`src/rtl/fifo_pkg.sv`:
```
// Shared defaults for the FIFO controller, its pointers and the attached RAM.
package fifo_pkg;

    localparam int DEF_ADDR_WIDTH = 9;
    localparam int DEF_DATA_WIDTH = 8;
    localparam int DEF_AEMPTY_LVL = 4;
    // almost_full sits this many entries below completely full by default
    localparam int AFULL_MARGIN   = 4;

    // Default almost_full level for a given address width
    function automatic int afull_default(input int addr_width);
        return (2 ** addr_width) - AFULL_MARGIN;
    endfunction

endpackage

```
`src/rtl/fifo_ptr.sv`:
```
// Enable-driven wrapping counter used for the FIFO read and write pointers.
// The MSB acts as the wrap bit; the counter rolls over naturally at 2**WIDTH.
module fifo_ptr #(
    parameter int WIDTH = 10
) (
    input  logic             clk,
    input  logic             rst_n,
    input  logic             en,
    output logic [WIDTH-1:0] value
);

    // Advance by one on each enabled cycle, clearing asynchronously on reset
    always_ff @(posedge clk or negedge rst_n) begin
        if (!rst_n) begin
            value <= '0;
        end else if (en) begin
            value <= value + WIDTH'(1);
        end
    end

endmodule

```
`src/rtl/fifo_ctrl.sv`:
```
// FIFO controller: owns the read/write pointers for an external synchronous
// RAM, generates its enables/addresses and reports occupancy and sticky errors.
module fifo_ctrl
    import fifo_pkg::*;
#(
    parameter int ADDR_WIDTH = DEF_ADDR_WIDTH,
    parameter int AFULL_LVL  = (2 ** ADDR_WIDTH) - AFULL_MARGIN,
    parameter int AEMPTY_LVL = DEF_AEMPTY_LVL
) (
    input  logic                clk,
    input  logic                rst_n,
    input  logic                wr_req,
    input  logic                rd_req,
    input  logic                clr_err,
    output logic                Write_EN,
    output logic                Read_EN,
    output logic [ADDR_WIDTH-1:0] write_addr,
    output logic [ADDR_WIDTH-1:0] read_addr,
    output logic                rd_valid,
    output logic                full,
    output logic                empty,
    output logic                almost_full,
    output logic                almost_empty,
    output logic [ADDR_WIDTH:0] count,
    output logic                overflow,
    output logic                underflow
);

    logic [ADDR_WIDTH:0] wptr;
    logic [ADDR_WIDTH:0] rptr;
    logic                wr_acc;
    logic                rd_acc;

    fifo_ptr #(.WIDTH(ADDR_WIDTH + 1)) u_wptr (
        .clk   (clk),
        .rst_n (rst_n),
        .en    (wr_acc),
        .value (wptr)
    );

    fifo_ptr #(.WIDTH(ADDR_WIDTH + 1)) u_rptr (
        .clk   (clk),
        .rst_n (rst_n),
        .en    (rd_acc),
        .value (rptr)
    );

    // Occupancy flags and request acceptance, all derived from the registered pointers.
    // Acceptance is gated by rst_n so the RAM sees no enables while reset is held.
    always_comb begin
        count        = wptr - rptr;
        empty        = (wptr == rptr);
        full         = (wptr[ADDR_WIDTH-1:0] == rptr[ADDR_WIDTH-1:0]) &&
                       (wptr[ADDR_WIDTH] != rptr[ADDR_WIDTH]);
        almost_full  = (int'(count) >= AFULL_LVL);
        almost_empty = (int'(count) <= AEMPTY_LVL);
        wr_acc       = rst_n && wr_req && !full;
        rd_acc       = rst_n && rd_req && !empty;
        Write_EN     = wr_acc;
        Read_EN      = rd_acc;
        write_addr   = wptr[ADDR_WIDTH-1:0];
        read_addr    = rptr[ADDR_WIDTH-1:0];
    end

    // rd_valid follows an accepted read by one cycle, matching the RAM's registered output
    always_ff @(posedge clk or negedge rst_n) begin
        if (!rst_n) begin
            rd_valid <= 1'b0;
        end else begin
            rd_valid <= rd_acc;
        end
    end

    // Sticky error flags; a clear in the same cycle beats a new error
    always_ff @(posedge clk or negedge rst_n) begin
        if (!rst_n) begin
            overflow  <= 1'b0;
            underflow <= 1'b0;
        end else if (clr_err) begin
            overflow  <= 1'b0;
            underflow <= 1'b0;
        end else begin
            if (wr_req && full) begin
                overflow <= 1'b1;
            end
            if (rd_req && empty) begin
                underflow <= 1'b1;
            end
        end
    end

endmodule

```
`config.mk`:
```
export PLATFORM = sky130hd
export DESIGN_NAME = fifo_ctrl
export DESIGN_NICKNAME = d
export VERILOG_FILES = /design/src/rtl/fifo_pkg.sv /design/src/rtl/fifo_ptr.sv /design/src/rtl/fifo_ctrl.sv
export SDC_FILE = /design/constraint.sdc
export NUM_CORES = 1
export LEC_CHECK = 0
export BUFFER_PORTS_ARGS = -buffer_cell sky130_fd_sc_hd__buf_2
export CORE_ASPECT_RATIO = 1.1
export CORE_MARGIN = 4
export CORE_UTILIZATION = 50
export CTS_CLUSTER_SIZE = 8
export DETAILED_ROUTE_END_ITERATION = 12
export PLACE_DENSITY = 0.77
export SYNTH_ARGS = -nofsm -noshare
export SYNTH_HDL_FRONTEND = slang
export SYNTH_HIERARCHICAL = 1
export SYNTH_SLANG_ARGS = --single-unit
```
`constraint.sdc`:
```
create_clock -name clk -period 3.5 [get_ports clk]
set_input_delay 0.35 -clock clk [delete_from_list [all_inputs] [get_ports clk]]
set_output_delay 0.35 -clock clk [all_outputs]
set_load 0.02 [all_outputs]
```
Yosys cells after proc, flatten, opt, wreduce, memory -nomap -nowiden
Cells that the tools add are included.
- order comparisons: 2
- eq/ne operators: 3
- multiplexer cells: 4
- reductions and logical operators: 11
- add/sub/neg operators: 3
- operators with widths (kind ; count):
    $add 10x1->10 const B ; 2
    $eq 10x10->1 ; 1
    $ge 10x9->1 const B ; 1
    $le 10x3->1 const B ; 1
    $sub 10x10->10 ; 1
    $eq 9x9->1 ; 1
    $logic_and 1x1->1 ; 7
    $mux 1 ; 4
    $reduce_bool 2->1 ; 2
    $logic_not 1->1 ; 2
    $ne 1x1->1 ; 1
- output and inout bits: 37
- bits in registers: 23
- bits of input ports: 5
- logic and storage cells: 28

Logic depth before layout (Yosys ltp)
Gate-level depths: netlist of run 1.
- depth in word-level cells: 5
- depth in mapped cells: 10
- mapped depth without buffers: 10

By module
Netlist of run 1, hierarchy kept.
- modules (own cells, without submodules) (module ; sequential area each (µm²) ; cells each ; instances ; area each (µm²)):
    fifo_ptr ; 250.2 ; 35 ; 2 ; 434.2
    fifo_ctrl ; 75.1 ; 88 ; 1 ; 646.9

Worst setup path before layout of run 1
No wires, ideal clock.
- kind: reg-to-output
- start: register u_rptr.value[0]
- end: output almost_empty
- arrival time: 2514 ps
- setup slack: 636 ps
- path buffers: 0
- data required time: 3150 ps
- stages on the path, launching flop included: 10
- cell sequence: dfrtp_1 > ha_1 > inv_1 > fa_1 > a211oi_1 > nor2_1 > o21a_1 > nor2_1 > xnor2_1 > nor4_2
- word-level cells in the longest chain between the ends: 2
- RTL lines (what ; RTL line ; source):
    start: declaration ; fifo_ptr.sv:9 ; output logic [WIDTH-1:0] value
    start signal: assignment ; fifo_ptr.sv:17 ; value <= value + WIDTH'(1);
    $sub 10x10->10 ; fifo_ctrl.sv:51 ; count = wptr - rptr;
    net count[6] ; fifo_ctrl.sv:24 ; output logic [ADDR_WIDTH:0] count,
    $le 10x3->1 ; fifo_ctrl.sv:56 ; almost_empty = (int'(count) <= AEMPTY_LVL);
    end: declaration ; fifo_ctrl.sv:23 ; output logic almost_empty,
The timed path passes the listed nets, and every way through them passes these cells.

Worst setup path in the final report of run 1
- start: register u_wptr.value[0]
- end: output almost_full
- word-level cells in the longest chain between the ends: 2
- RTL lines (what ; RTL line ; source):
    start: declaration ; fifo_ptr.sv:9 ;
    start signal: assignment ; fifo_ptr.sv:17 ;
    $sub 10x10->10 ; fifo_ctrl.sv:51 ;
    $ge 10x9->1 ; fifo_ctrl.sv:55 ; almost_full = (int'(count) >= AFULL_LVL);
    end: declaration ; fifo_ctrl.sv:22 ; output logic almost_full,
Every way passes these cells.

==> reports/qor.yml, run 1 <==
synthAdderAreaFrac: 0.104
htreeDepth: 1
post_cts_buffers: 0
synthesis.yosys.warnings: 6
status: "finished, final reports clean"
fillers: 281
path_buf_inv: 3
slew_headroom: 0.635
drt_iter0_markers: 25
clockRootBuffer: "clkbuf_4"
critPathMaxFanout: 7
cap_violations: 0
io_buffers: 41
tightest_slew_ps: 546
final_common_cell: "buf_2"
period_share: 0.880
numCtsBuffers: 3
rsz0062_at_grt: "false"
clock_skew_ps: 3.00
crit_start: "u_wptr/value[0]"
ctsResizeCount: 0
dieArea_um2: 3980
placeableCoreArea_um2: 2830
cp_data_arrival_time_ps: 2730
critPathCaptureType: "output pin"
clock_latency_ps: 300
grt_overflow: 0
clock-sinks: 23
synth_seq_cells: 23
crit_chain: "inv_1 -> ha_1 -> inv_1 -> fa_1 -> a211oi_1 -> nor2_1 -> o21a_1 -> nor2_1 -> xnor2_1 -> a41o_2 -> buf_2"
maxSlewViolCount: 0
final_cell_mix: "buf_2 (41), dfrtp_1 (23), nor2_1 (19)"
clk_pin_slew_ps: 120
r2r_end: "u_rptr/value[8]"
syn_nets: 175
r2r_cells: 9
drive_gt1_frac: 0.286
cp.depth: 11
ys_types: 29
critPathTopFamily: "compound AO/OA/AOI/OAI gates"
cp_slowest_cell: "dfrtp_1"
final.setup.tns_ps: 0
synth-xor-area-share: 0.145
cp-endpoint: "almost_full"
die_h_um: 65.7
antenna_found_initial: 0
period_needed_ps: 3080
ys.flop_type: "dfrtp_1"
diodes: 0
hold_violations: 0
clockBufferDepth: 2
synth_top_family_by_area: "simple AND/OR/NAND/NOR gates"
critPathLaunchType: "flop"
placementRows: 20
cts_tree: "yes"
grt_pass1_wl_um: 5850
setup_viol: 0
hold_class: "input pin to asynchronous set/reset pin"
worst_path_largest_cell_delay_ps: 470
r2r-start: "u_rptr/value[2]"
hpwl_um: 2720
drc: 0
gp_congestion: 0.850
die_w_um: 60.5
syn_to_final_growth_pct: 18.0
hold_buffers: 0
drt_first_pass_iters: 4
syn_area_um2: 1520
async_reset_ff_frac: 1.00
fmaxAchievable_mhz: 325
nNetsFinal: 221
initial_core_util: 0.536
synth_edf_count: 0
pin_count: 42
synth_mux_area_frac: 0.0149
grtUsageTotal: 0.192
grt_pass1_vias: 1329
synth_compound_area_frac: 0.101
grt_max_degree: 26
synth.yosys.seq_area_share: 0.380
vias: 1268
routed_via_density: 5.37
ant_nets: 0
wl_um: 3300
critical_path_required_ps: 3150
r2r_setup_slack_ps: 1030
path_class: "flop to output pin"
netlist_instances: 158
synth_simple_gate_area_share: 0.221
avgSynthCellArea_um2: 9.59
wire_per_inst_um: 14.0
worst register-to-register path, cell delays in order (launching register included):
cell and delay (ps):
dfrtp_1 490, inv_1 80, ha_1 360, nand2_1 140
or3_1 160, nor2_1 70, nor2_1 460, nand4_2 260
nor3_2 250, xor2_1 150
how the worst min path moves through the flow:
stage / from / endpoint
floorplan: rst_n / overflow
global placement: rst_n / u_rptr/value[8]
detailed placement: rst_n / u_rptr/value[6]
CTS: rst_n / u_rptr/value[6]
global route: rst_n / u_rptr/value[8]
finish: rst_n / u_rptr/value[8]
flip-flops by register name, indices dropped and copies added (netlist names):
signal,count
u_wptr/value,10
underflow,1
overflow,1
u_rptr/value,10
rd_valid,1
metrics by stage:
stage / worst slack (ps) / hold slack, ps / instances / area, um2 / utilization
floorplan: 636 / 54.4 / 158 / 1520 / -
global placement: 878 / 348 / 232 / 1760 / 0.623
detailed placement: 769 / 361 / 232 / 1760 / 0.623
CTS: 420 / 17.6 / 236 / 1790 / 0.632
global route: 187 / 23.1 / 236 / 1790 / 0.632
finish: 419 / 9.25 / 236 / 1790 / 0.632
synth_stat cells, types with 2 or more instances:
library cell  number  area (um2)
a211oi_1           4        30.0
a21o_1             4        30.0
a21oi_1            5        25.0
dfrtp_1           23         576
ha_1              11         138
inv_1             14        52.6
mux2_2             2        22.5
nand2_1           15        56.3
nand4_1            7        43.8
nand4_2            2        25.0
nor2_1            19        71.3
nor2b_1            2        12.5
nor3_1             3        15.0
nor3_2             4        40.0
o21ai_0            6        30.0
xnor2_1            9        78.8
xor2_1            16         140
cell families after synthesis:
group                    count (synthesis)
multiplexers                             2
flip-flops                              23
XOR/XNOR                                25
AO/OA/AOI/OAI                           23
adder cells (fa/ha/maj)                 12
buffers and inverters                   14
AND/OR/NAND/NOR                         59
layout make-up:
class	instances	area, um2	share of cell area
tap	33	41.3	0.0231
multi-input combinational	121	887	0.496
sequential	23	576	0.322
inverter	14	52.6	0.0294
timing repair buffer	41	205	0.115
clock buffer	4	26.3	0.0147
routing by layer:
metal,GRT usage,share of wire
met2,0.332,0.52
met4,0.0705,0.012
met5,0,0
met1,0.243,0.43
met3,0.0196,0.039
Power of run 1 is left out: the tool's default activity adds up to more than one toggle a clock period on the data nets, which glitch-free logic cannot reach.
==> run 2, diff against run 1 <==
--- a/config.mk
+++ b/config.mk
@@ -7,7 +7,7 @@
 export LEC_CHECK = 0
 export BUFFER_PORTS_ARGS = -buffer_cell sky130_fd_sc_hd__buf_2
 export CORE_ASPECT_RATIO = 1.1
-export CORE_MARGIN = 4
+export CORE_MARGIN = 2
 export CORE_UTILIZATION = 50
 export CTS_CLUSTER_SIZE = 8
 export DETAILED_ROUTE_END_ITERATION = 12
==> reports/qor.yml, run 2 (synthesis results as in run 1) <==
slew_headroom: 0.579
clock-sinks: 23
setup_viol: 0
grt_max_degree: 26
clk_pin_slew_ps: 120
htreeDepth: 1
postPlaceCellArea_um2: 1760
syn_to_final_growth_pct: 18.7
reg_top3: "u_rptr/value x10, u_wptr/value x10"
worst_hold_slack_ps: 185
hold_class: "input pin to flop"
r2r_setup_slack_ps: 920
dieArea_um2: 3490
wire_per_inst_um: 13.6
clockRootBuffer: "clkbuf_4"
drc: 0
antenna_found_initial: 0
hp-start: "clr_err"
hold_depth: 2
grt_overflow: 0
cap_violations: 0
gp_congestion: 0.818
drive_gt1_frac: 0.289
crit_chain: "inv_1 -> ha_1 -> inv_1 -> fa_1 -> a211oi_1 -> nor2_1 -> o21a_1 -> nor2_1 -> xnor2_1 -> nor4_2 -> buf_2"
pin_count: 42
fmaxAchievable_mhz: 323
routed_via_density: 5.30
r2r_cells: 9
period_share: 0.886
critical_path_required_ps: 3150
postLayoutCellArea_um2: 1800
multi_input_area_um2: 887
final.setup.tns_ps: 0
whs_endpoint: "underflow"
r2r_end: "u_rptr/value[9]"
drt_iter0_markers: 23
ant_nets: 0
numCtsBuffers: 3
critPathMaxFanout: 7
final_cell_mix: "buf_2 (41), dfrtp_1 (23), nor2_1 (19)"
diodes: 0
placeableCoreArea_um2: 2830
path_class: "flop to output pin"
critPathCaptureType: "output pin"
grt_pass1_wl_um: 5330
maxSlewViolCount: 0
regArea_um2: 576
clock_skew_ps: 10.6
critPathLaunchType: "flop"
worst_path_largest_cell_delay_ps: 470
io_buffers: 41
r2r-start: "u_rptr/value[2]"
grtUsageTotal: 0.200
critPathTopFamily: "adder cells"
tightest_slew_ps: 629
fillers: 255
die_h_um: 61.7
rsz0062_at_grt: "false"
grt_pass1_vias: 1192
period_needed_ps: 3100
cp_slowest_cell: "dfrtp_1"
final_common_cell: "buf_2"
status: "finished, final reports clean"
nNetsFinal: 222
clockBufferDepth: 2
placementRows: 20
clock_latency_ps: 310
initial_core_util: 0.536
cts_tree: "yes"
cp_data_arrival_time_ps: 2750
vias: 1257
path_buf_inv: 3
die_w_um: 56.5
hold_violations: 0
hpwl_um: 2610
drt_first_pass_iters: 4
wl_um: 3220
## run 2: cell count changes in the layout (fill, tap and decap cells not counted)
cell,previous run,this run
clkbuf_1,1,0
clkinv_2,0,1
dlygate4sd3_1,0,1
## run 2: routing by layer
metal | vias up | part of all wire | global-route usage | routed length (um)
li1 | 629 | - | - | -
met3 | 5 | 0.034 | 0.0124 | 111
met5 | - | 0 | 0 | 0
met4 | 0 | 0.014 | 0.0816 | 46
met1 | 596 | 0.44 | 0.264 | 1410
met2 | 27 | 0.51 | 0.352 | 1650
## run 2: worst max-delay path by stage
stage,cells past startpoint,slack [ps],from,endpoint
floorplan,9,640,u_rptr/value[0],almost_empty
global placement,11,880,u_wptr/value[0],almost_full
detailed placement,11,760,u_wptr/value[0],almost_full
CTS,11,390,u_wptr/value[0],almost_full
global route,11,150,u_wptr/value[0],almost_empty
finish,11,400,u_wptr/value[0],almost_empty
## run 2: layout make-up
class	count	share of cell area
Clock buffer	3	0.0125
Clock inverter	1	0.00278
Inverter	14	0.0292
Multi-Input combinational cell	121	0.493
Sequential cell	23	0.320
Tap cell	33	0.0229
Timing Repair Buffer	42	0.120
## run 2: repair_timing
item | in CTS | in global routing
setup buffers | 0 | 0
hold buffers | 1 | 0
gates resized for setup | 0 | 0
endpoints found under the setup margin | 0 | 0
hold endpoints to repair | 11 | 0
## run 2: per-stage QoR
stage,util,setup slack [ps],cells
after floorplan,-,636,158
after global placement,0.623,881,232
after detailed placement,0.623,760,232
after CTS,0.636,389,237
after global routing,0.636,151,237
final,0.636,400,237
Power of run 2 is left out for the same reason.
